**src/rtl/rom_loader_pkg.sv**
```systemverilog
// rom_loader_pkg: shared constants for the streaming ROM loader.
//   - FSM state encodings (IDLE/LEN/DATA/CHK/DONE/ERR)
//   - default frame start marker
//   - number of bytes in the length field / in a data word
package rom_loader_pkg;

  localparam logic [2:0] ST_IDLE = 3'd0;
  localparam logic [2:0] ST_LEN  = 3'd1;
  localparam logic [2:0] ST_DATA = 3'd2;
  localparam logic [2:0] ST_CHK  = 3'd3;
  localparam logic [2:0] ST_DONE = 3'd4;
  localparam logic [2:0] ST_ERR  = 3'd5;

  localparam logic [7:0] SYNC_BYTE_DEF = 8'hA5;
  localparam int         LEN_BYTES     = 4;

endpackage

```
**src/rtl/rom_loader_byte_packer.sv**
```systemverilog
// byte_packer: assembles a little-endian byte stream into 32-bit words.
// Ports:
//   clk, rst_n        clock / async active-low reset
//   clear             restart at lane 0 (frame resync)
//   in_valid, in_data byte accepted this cycle
//   word_valid        combinational: this byte completes a word
//   word              completed word (valid with word_valid)
module byte_packer
  import rom_loader_pkg::*;
(
  input  logic        clk,
  input  logic        rst_n,
  input  logic        clear,
  input  logic        in_valid,
  input  logic [7:0]  in_data,
  output logic        word_valid,
  output logic [31:0] word
);

  logic [1:0]  lane;
  logic [31:0] sh;

  // Newest byte enters at the top, so after four shifts the first byte
  // sits in [7:0].
  assign word       = {in_data, sh[31:8]};
  assign word_valid = in_valid && (lane == 2'(LEN_BYTES - 1));

  always_ff @(posedge clk or negedge rst_n) begin
    if (!rst_n) begin
      lane <= '0;
      sh   <= '0;
    end else if (clear) begin
      lane <= '0;
    end else if (in_valid) begin
      lane <= lane + 2'd1;
      sh   <= word;
    end
  end

endmodule

```
**src/rtl/rom_loader.sv**
```systemverilog
// rom_loader: writes instruction ROM from a framed byte stream and holds the
// core in reset until the image is complete.
// Frame: SYNC_BYTE, 4-byte little-endian word count N, N*4 data bytes
// (little-endian words), optional trailing mod-256 checksum byte.
// Optional feature macro: ROM_LOADER_CHECKSUM_EN (adds the CHK state).
// Ports:
//   clk, rst_n            clock / async active-low reset
//   boot_sel              1 = load over stream, 0 = bypass (sampled in IDLE)
//   byte_valid/byte_data  input stream; byte_ready is 1 after reset
//   rom_we/rom_waddr/rom_wdata  ROM write port, one-cycle strobe
//   core_rst_n            active-low reset to the core
//   load_done / load_err  sticky status
module rom_loader
  import rom_loader_pkg::*;
#(
  parameter int         ADDR_W    = 12,
  parameter logic [7:0] SYNC_BYTE = SYNC_BYTE_DEF
) (
  input  logic              clk,
  input  logic              rst_n,
  input  logic              boot_sel,
  input  logic              byte_valid,
  input  logic [7:0]        byte_data,
  output logic              byte_ready,
  output logic              rom_we,
  output logic [ADDR_W-1:0] rom_waddr,
  output logic [31:0]       rom_wdata,
  output logic              core_rst_n,
  output logic              load_done,
  output logic              load_err
);

  localparam logic [32:0] CAP = 33'd1 << ADDR_W;

  logic [2:0]        state;
  logic [ADDR_W:0]   n_words;
  logic [ADDR_W-1:0] word_idx;
  logic              accept, is_sync, sync_clear, pk_valid, pk_wv;
  logic [31:0]       pk_word;
  logic              len_bad, last_word;
`ifdef ROM_LOADER_CHECKSUM_EN
  logic [7:0]        sum;
`endif

  assign accept     = byte_valid && byte_ready;
  assign is_sync    = accept && (byte_data == SYNC_BYTE);
  assign sync_clear = is_sync && ((state == ST_IDLE && boot_sel) || state == ST_ERR);
  // The packer assembles both the length field and the data words.
  assign pk_valid   = accept && (state == ST_LEN || state == ST_DATA);
  assign len_bad    = (pk_word == 32'd0) || ({1'b0, pk_word} > CAP);
  assign last_word  = ({1'b0, word_idx} == n_words - 1'b1);

  byte_packer u_pack (
    .clk        (clk),
    .rst_n      (rst_n),
    .clear      (sync_clear),
    .in_valid   (pk_valid),
    .in_data    (byte_data),
    .word_valid (pk_wv),
    .word       (pk_word)
  );

  always_ff @(posedge clk or negedge rst_n) begin
    if (!rst_n) begin
      state      <= ST_IDLE;
      n_words    <= '0;
      word_idx   <= '0;
      byte_ready <= 1'b0;
      rom_we     <= 1'b0;
      rom_waddr  <= '0;
      rom_wdata  <= '0;
      core_rst_n <= 1'b0;
      load_done  <= 1'b0;
      load_err   <= 1'b0;
`ifdef ROM_LOADER_CHECKSUM_EN
      sum        <= '0;
`endif
    end else begin
      byte_ready <= 1'b1;
      rom_we     <= 1'b0;
      // Status outputs follow the state one cycle late.
      load_done  <= (state == ST_DONE);
      core_rst_n <= (state == ST_DONE);
      load_err   <= (state == ST_ERR);
      case (state)
        ST_IDLE: begin
          if (!boot_sel) begin
            state <= ST_DONE;
          end else if (is_sync) begin
            state    <= ST_LEN;
            word_idx <= '0;
`ifdef ROM_LOADER_CHECKSUM_EN
            sum      <= '0;
`endif
          end
        end
        ST_LEN: begin
          if (pk_wv) begin
            n_words <= pk_word[ADDR_W:0];
            state   <= len_bad ? ST_ERR : ST_DATA;
          end
        end
        ST_DATA: begin
`ifdef ROM_LOADER_CHECKSUM_EN
          if (accept) sum <= sum + byte_data;
`endif
          if (pk_wv) begin
            rom_we    <= 1'b1;
            rom_waddr <= word_idx;
            rom_wdata <= pk_word;
            word_idx  <= word_idx + 1'b1;
`ifdef ROM_LOADER_CHECKSUM_EN
            if (last_word) state <= ST_CHK;
`else
            if (last_word) state <= ST_DONE;
`endif
          end
        end
`ifdef ROM_LOADER_CHECKSUM_EN
        ST_CHK: begin
          if (accept) state <= (byte_data == sum) ? ST_DONE : ST_ERR;
        end
`endif
        ST_ERR: begin
          if (is_sync) begin
            state    <= ST_LEN;
            word_idx <= '0;
`ifdef ROM_LOADER_CHECKSUM_EN
            sum      <= '0;
`endif
          end
        end
        default: state <= state; // DONE is terminal until rst_n
      endcase
    end
  end

endmodule
```
**config.mk**
```make
export PLATFORM = sky130hd
export DESIGN_NAME = rom_loader
export DESIGN_NICKNAME = d
export VERILOG_FILES = /design/src/rtl/rom_loader_pkg.sv /design/src/rtl/rom_loader_byte_packer.sv /design/src/rtl/rom_loader.sv
export SDC_FILE = /design/constraint.sdc
export NUM_CORES = 1
export LEC_CHECK = 0
export ABC_AREA = 1
export BUFFER_PORTS_ARGS = -buffer_cell sky130_fd_sc_hd__buf_2
export CORE_UTILIZATION = 40
export DETAILED_ROUTE_END_ITERATION = 6
export PLACE_DENSITY_LB_ADDON = 0.05
export SLEW_MARGIN = 0
export SYNTH_ARGS = -nofsm -noshare
export SYNTH_HDL_FRONTEND = slang
export SYNTH_SLANG_ARGS = --single-unit
```
**constraint.sdc**
```tcl
create_clock -name clk -period 4.2 [get_ports clk]
set_input_delay 0.21 -clock clk [delete_from_list [all_inputs] [get_ports clk]]
set_output_delay 0.21 -clock clk [all_outputs]
set_load 0.01 [all_outputs]
```
==> qor.txt, run 1 <==
routed via count: 3777
CTS tree: done
Ys Warns: 0
Switch Pwr: 0.396 mW
crit-path max FO: 64
H-tree level count: 3
Clock Path Buffers: 2
Layout Cells excl Fill: 766
Final Util: 47.3%
Tot Pwr: 1.85 mW
NumNets Final: 634
Slew HR: 42.8%
Final Worst Setup Slack: 1610 ps
Final Hold Viols: 33
wire per inst: 13.6 µm
Post-Route WL: 10.4 mm
Skew-Pair Late Insertion Delay: 340 ps
Sw Ratio: 21.4%
Syn Area/Cell: 8.33 µm²
largest net degree at the start of global routing: 70
area delta synth->final: 14.9%
total CTS buffers: 9
CP Capture Type: register
CP Depth: 9
Synth area leaders: dfrtp_1 54%, nand2_1 12%, o21ai_0 9.6%
Synth area leader: dfrtp_1
maximum VDD drop: 0.149 mV
WHS: -22.6 ps
hold bufs inserted after CTS: 0
Post-Syn Area: 4700 µm²
part of the power in registers: 53.2%
PD cells: 342 nW/µm²
number of global-route vias before repair: 3555
R2R Path End: rom_wdata[18]
sequential element share of the synthesized area: 54.3%
max-slew violations: 0
post-synth top area share: 54.3%
Core Region: 11400 µm²
most used cell, CP: nand2_2
share of layout cells above drive strength 1: 14.3%
Clk pwr share: 45.0%
Setup Skew: 4.20 ps
CP Buf/Inv Count: 1
CTS root buffer: clkbuf_16
Post-Synth Simple-Gate Area: 23.2%
Detail Route Antenna Nets: 0
DRT Pass-1 Iters: 5
flops & latches, synth: 102
WP data arrival: 2790 ps
DRC viols: 0
min cycle time layout: 2590 ps
violated checks: negative hold slack
GRT Total Usage: 19.1%
post-synthesis compound-gate area fraction: 11.8%
worst-path cell chain: nor2_1, nand2_2, nand2_2, nand3_4, nor2_4, nand2_2, buf_4, nand2_1, o21ai_0
TNS Setup: 0 ps
PostCTS Resize Cnt: 0
Synth Area in XOR/XNOR: 2.42%
chip width: 110 µm
Crit Path Category: register to register
Finished Cell Area: 5400 µm²
Cell variety after synth: 34
# diodes: 0
RSZ-0062 raised after global routing: no
Syn Inst Count: 564
# clock sinks: 102
full die area: 12200 µm²
first-pass GRT wire length: 17.7 mm
cell depth of the worst flop-to-flop path: 9
post-CTS setup buffer count: 0
post-synthesis mux area share: 0.213%
FF-to-FF setup slack: 1610 ps
Leak Pwr: 2.75 nW
dpl ws: 1610 ps
Final setup viols: 0
status: finished, violations left
Logic pwr share: 1.8%
Synth Area in Adders: 0.799%
routability cong.: 0.864
initial core utilization: 41.2%
reg-to-reg startpoint: state[2]
slowest cell delay on critical path: 420 ps
Achievable Freq: 387 MHz
Final period util: 61.6%
Hold WC Path Type: input pin to asynchronous set/reset pin
CP max-delay cell: dfrtp_1
IO buf count: 60
placed cells: 751
Worst-Margin Slew: 857 ps
Post-DP Area: 5110 µm²
largest family of logic cells by synthesized area: simple AND/OR/NAND/NOR gates
FP Rows: 39
P_int: 1.45 mW
critical path's top delay family: simple AND/OR/NAND/NOR gates
max_cap viols: 0
vias per cell: 4.93
total gr overflow: 0
initial antenna violation count: 0
initial detailed-routing violation count: 207
Startpoint Class: register
critical path data required time: 4410 ps
detailed placer's ending HPWL: 7.57 mm
I/O pin total: 61
Die Y: 110 µm
Synthesized Nets: 579
clock-pin slew on the worst setup and hold paths: 70 ps
==> worst max-delay path by stage <==
stage | start | endpoint | slack (ps)
floorplan | n_words[0] | state[1] | 2490
global placement | state[0] | rom_wdata[18] | 1680
detailed placement | state[2] | rom_wdata[18] | 1610
CTS | state[2] | rom_wdata[18] | 1580
global route | state[2] | rom_wdata[28] | 1250
finish | state[2] | rom_wdata[18] | 1610
==> cells by family after synthesis <==
family,Yosys count
compound gates,107
xor+xnor,13
fa+ha+maj,3
buf+inv,85
flops,102
mux,1
other cells,1
simple gates,252
==> final cells by class <==
class	instances	area [µm²]
Inverter	67	253
Multi-Input combinational cell	377	1810
Fill cell	1168	6020
Tap cell	143	179
Sequential cell	102	2550
Clock buffer	10	229
Timing Repair Buffer	62	318
Clock inverter	5	60.1
==> layout by cell type (no fill, tap or decap) <==
cell and count:
dfrtp_1 102, inv_1 64, nand3b_1 3, nor3_1 11
nand3_1 27, o21ai_0 90, nand2_4 1, clkbuf_1 1
clkinv_4 1, inv_8 1, inv_2 2, nand3_2 1
xnor2_1 4, nand4_1 11, nand3_4 1, o21a_1 1
conb_1 1, o21ai_1 6, and2_1 1, nor2_4 2
clkbuf_16 9, nor2_1 32, buf_4 3, xor2_1 9
nand2_2 4, mux2i_1 1, o21ai_2 1, and3_1 1
buf_2 59, bufinv_16 1, a21oi_1 4, o22ai_1 1
ha_1 3, clkinv_2 3, nand2_1 156, nor4_1 1
o31ai_1 4
==> power by group through the flow <==
stage          combinational (mW)  clock [mW]  sequential [mW]
6_report                   0.0325       0.831            0.983
5_1_grt                    0.0396       0.891            0.982
4_1_cts                    0.0348       0.852            0.983
3_5_place_dp               0.0350           0             1.00
3_3_place_gp               0.0347           0             1.00
2_1_floorplan             0.00413           0             1.00
==> state kept, by name, summed over array words and instances (netlist names), 2 cells and up <==
name and cells:
rom_wdata 32, u_pack.sh 24, n_words 13, rom_waddr 12
word_idx 12, state 3, u_pack.lane 2
==> metal layers <==
layer | up-vias | wire (µm) | global-route usage (%)
met1 | 1754 | 5140 | 27.8
met5 | - | 0 | 0
met4 | 0 | 115 | 5.73
li1 | 1917 | - | -
met2 | 97 | 4670 | 28.7
met3 | 9 | 512 | 3.88
==> cell usage after synthesis <==
library cell / n
nand2_1: 156
dfrtp_1: 102
o21ai_0: 90
inv_1: 64
nor2_1: 32
nand3_1: 27
clkbuf_1: 12
nand4_1: 11
nor3_1: 11
xor2_1: 9
o21ai_1: 6
a21oi_1: 4
buf_2: 4
nand2_2: 4
o31ai_1: 4
xnor2_1: 4
ha_1: 3
nand3b_1: 3
inv_2: 2
nor2_4: 2
and2_1: 1
and3_1: 1
buf_4: 1
buf_6: 1
clkinv_2: 1
conb_1: 1
mux2i_1: 1
nand2_4: 1
nand3_2: 1
nand3_4: 1
nor4_1: 1
o21a_1: 1
o21ai_2: 1
o22ai_1: 1
Power figures use the tool's default switching activity.
==> inputs of run 2 (changes only) <==
- clock period: 4.2 -> 2.4 ns (I/O delays scaled with it)
==> qor.txt, run 2 (synthesis results as in run 1) <==
Finished Cell Area: 5440 µm² (+0.74%)
number of global-route vias before repair: 3655 (+2.8%)
area delta synth->final: 15.8%
Post-DP Area: 5150 µm² (+0.83%)
FP Rows: 39 (unchanged)
Final setup viols: 0 (unchanged)
final-layout fill cell count: 1173 (+0.43%)
Final Hold Viols: 0 (-100%)
worst-path cell chain: inv_1, ha_1, nand2_1, nor2_1, o21ai_0, nor2_1, nand2_1, nor2_1, nand2_1, nand2_1, nand2_1, nand2_1, nand2_1
initial antenna violation count: 0 (unchanged)
total gr overflow: 0 (unchanged)
Die Y: 110 µm (unchanged)
grt met3 use: 4.82% (+0.94 points)
Final period util: 81.1% (+20 points)
chip width: 110 µm (unchanged)
Sequential Area: 2550 µm² (unchanged)
detailed placer's ending HPWL: 7.94 mm (+4.9%)
DRC viols: 0 (unchanged)
M2 GR Usage: 30.8% (+2.0 points)
CTS root buffer: clkbuf_16
most used cell, CP: nand2_1
largest register by flop count: rom_wdata
leading cell types in the layout, fill and taps excluded: 156 x nand2_1, 102 x dfrtp_1, 90 x o21ai_0
vias per cell: 4.92 (-0.30%)
Post-Route WL: 10.8 mm (+3.7%)
Startpoint Class: register
GRT Total Usage: 20.2% (+1.1 points)
I/O pin total: 61 (unchanged)
share of layout cells above drive strength 1: 14.9% (+0.66 points)
IO buf count: 60 (unchanged)
Detail Route Antenna Nets: 0 (unchanged)
CP max-delay cell: dfrtp_1
routability cong.: 0.918 (+6.3%)
max-slew violations: 0 (unchanged)
routed via count: 3795 (+0.48%)
wire per inst: 14.0 µm (+2.9%)
multi-input logic area: 1810 µm² (unchanged)
min cycle time layout: 1950 ps (-639 ps)
initial detailed-routing violation count: 219 (+5.8%)
Achievable Freq: 513 MHz (+33%)
Leak Pwr: 2.76 nW (+0.50%)
PD cells: 583 nW/µm² (+71%)
maximum VDD drop: 0.533 mV (+260%)
DRT Pass-1 Iters: 5 (unchanged)
slowest cell delay on critical path: 390 ps (-30 ps)
Largest regs: rom_wdata (32), u_pack.sh (24), n_words (13)
FF-to-FF setup slack: 450 ps (-1160 ps)
met1 Resource Use GR: 28.1% (+0.35 points)
# diodes: 0 (unchanged)
critical path data required time: 2650 ps (-1760 ps)
gr busiest metal: met2
initial core utilization: 41.2% (unchanged)
Clock Path Buffers: 2 (unchanged)
CTS tree: done
max_cap viols: 0 (unchanged)
placed cells: 755 (+0.53%)
# clock sinks: 102 (unchanged)
NumNets Final: 639 (+0.79%)
CP Capture Type: register
WP data arrival: 2190 ps (-600 ps)
Layout Cells excl Fill: 772 (+0.78%)
RSZ-0062 raised after global routing: no
Skew-Pair Late Insertion Delay: 350 ps (about the same)
largest net degree at the start of global routing: 52 (-26%)
total CTS buffers: 9 (unchanged)
TNS Setup: 0 ps (unchanged)
clock-pin slew on the worst setup and hold paths: 70 ps (about the same)
Core Region: 11400 µm² (unchanged)
status: completed
crit-path max FO: 5 (-92%)
Setup Skew: 6.24 ps (+2.04 ps)
first-pass GRT wire length: 18.4 mm (+3.9%)
Crit Path Category: register to register
max reg flops: 32 (unchanged)
Hold WC Path Type: input pin to register
full die area: 12200 µm² (unchanged)
commonest non-fill, non-tap cell in the layout: nand2_1
H-tree level count: 3 (unchanged)
-- run 2: layer usage --
metal  share of wire, %  up-vias
met5                  0        -
met4                1.7        0
met3                3.4       12
met2                 45       68
met1                 50     1778
li1                   -     1937
-- run 2: path summary, 6_finish.rpt --
check | from | endpoint | cells after the start
min reg2reg | rom_wdata[1] | rom_wdata[1] | 2
min | byte_data[3] | u_pack.sh[27] | 3
max | n_words[0] | state[1] | 13
min in group asynchronous | rst_n | rom_wdata[9] | 2
max reg2reg | n_words[0] | state[1] | 13
max in group asynchronous | rst_n | rom_waddr[6] | 3
-- run 2: layout make-up --
class                      count  area share (%)
timing repair buffer          67            6.81
inverter                      67            4.64
clock inverter                 5           0.621
tap                          143            3.29
sequential                   102            46.9
clock buffer                  11            4.46
multi-input combinational    377            33.3
-- run 2: worst max-delay path: cells and delay by family (launching register included) --
kind	cells	cell delay (ps)
buf+inv	1	130
compound gates	1	120
simple gates	10	990
fa+ha+maj	1	230
flops	1	390
-- run 2: metrics by stage --
stage	util (%)	hold WS (ps)	setup slack (ps)	power (mW)
after detailed placement	45.1	102	463	1.82
final	47.7	48.0	453	3.17
after global routing	47.7	45.9	94.4	3.28
after CTS	47.7	40.8	442	3.22
after floorplan	-	-176	692	1.76
after global placement	45.1	96.5	505	1.82
-- run 2: report_power, final --
part | total [mW] | internal, mW | switching (mW)
combinational | 0.0628 | 0.0156 | 0.0472
clock | 1.39 | 0.733 | 0.657
sequential | 1.72 | 1.72 | 0.00128
total | 3.17 | 2.47 | 0.706
-- run 2: repair_timing --
| item | 4_1_cts | 5_1_grt |
|---|---|---|
| hold buffers | 1 | 0 |
| endpoints found under the hold margin | 31 | 0 |
| resized for setup | 0 | 0 |
| setup buffers | 0 | 0 |
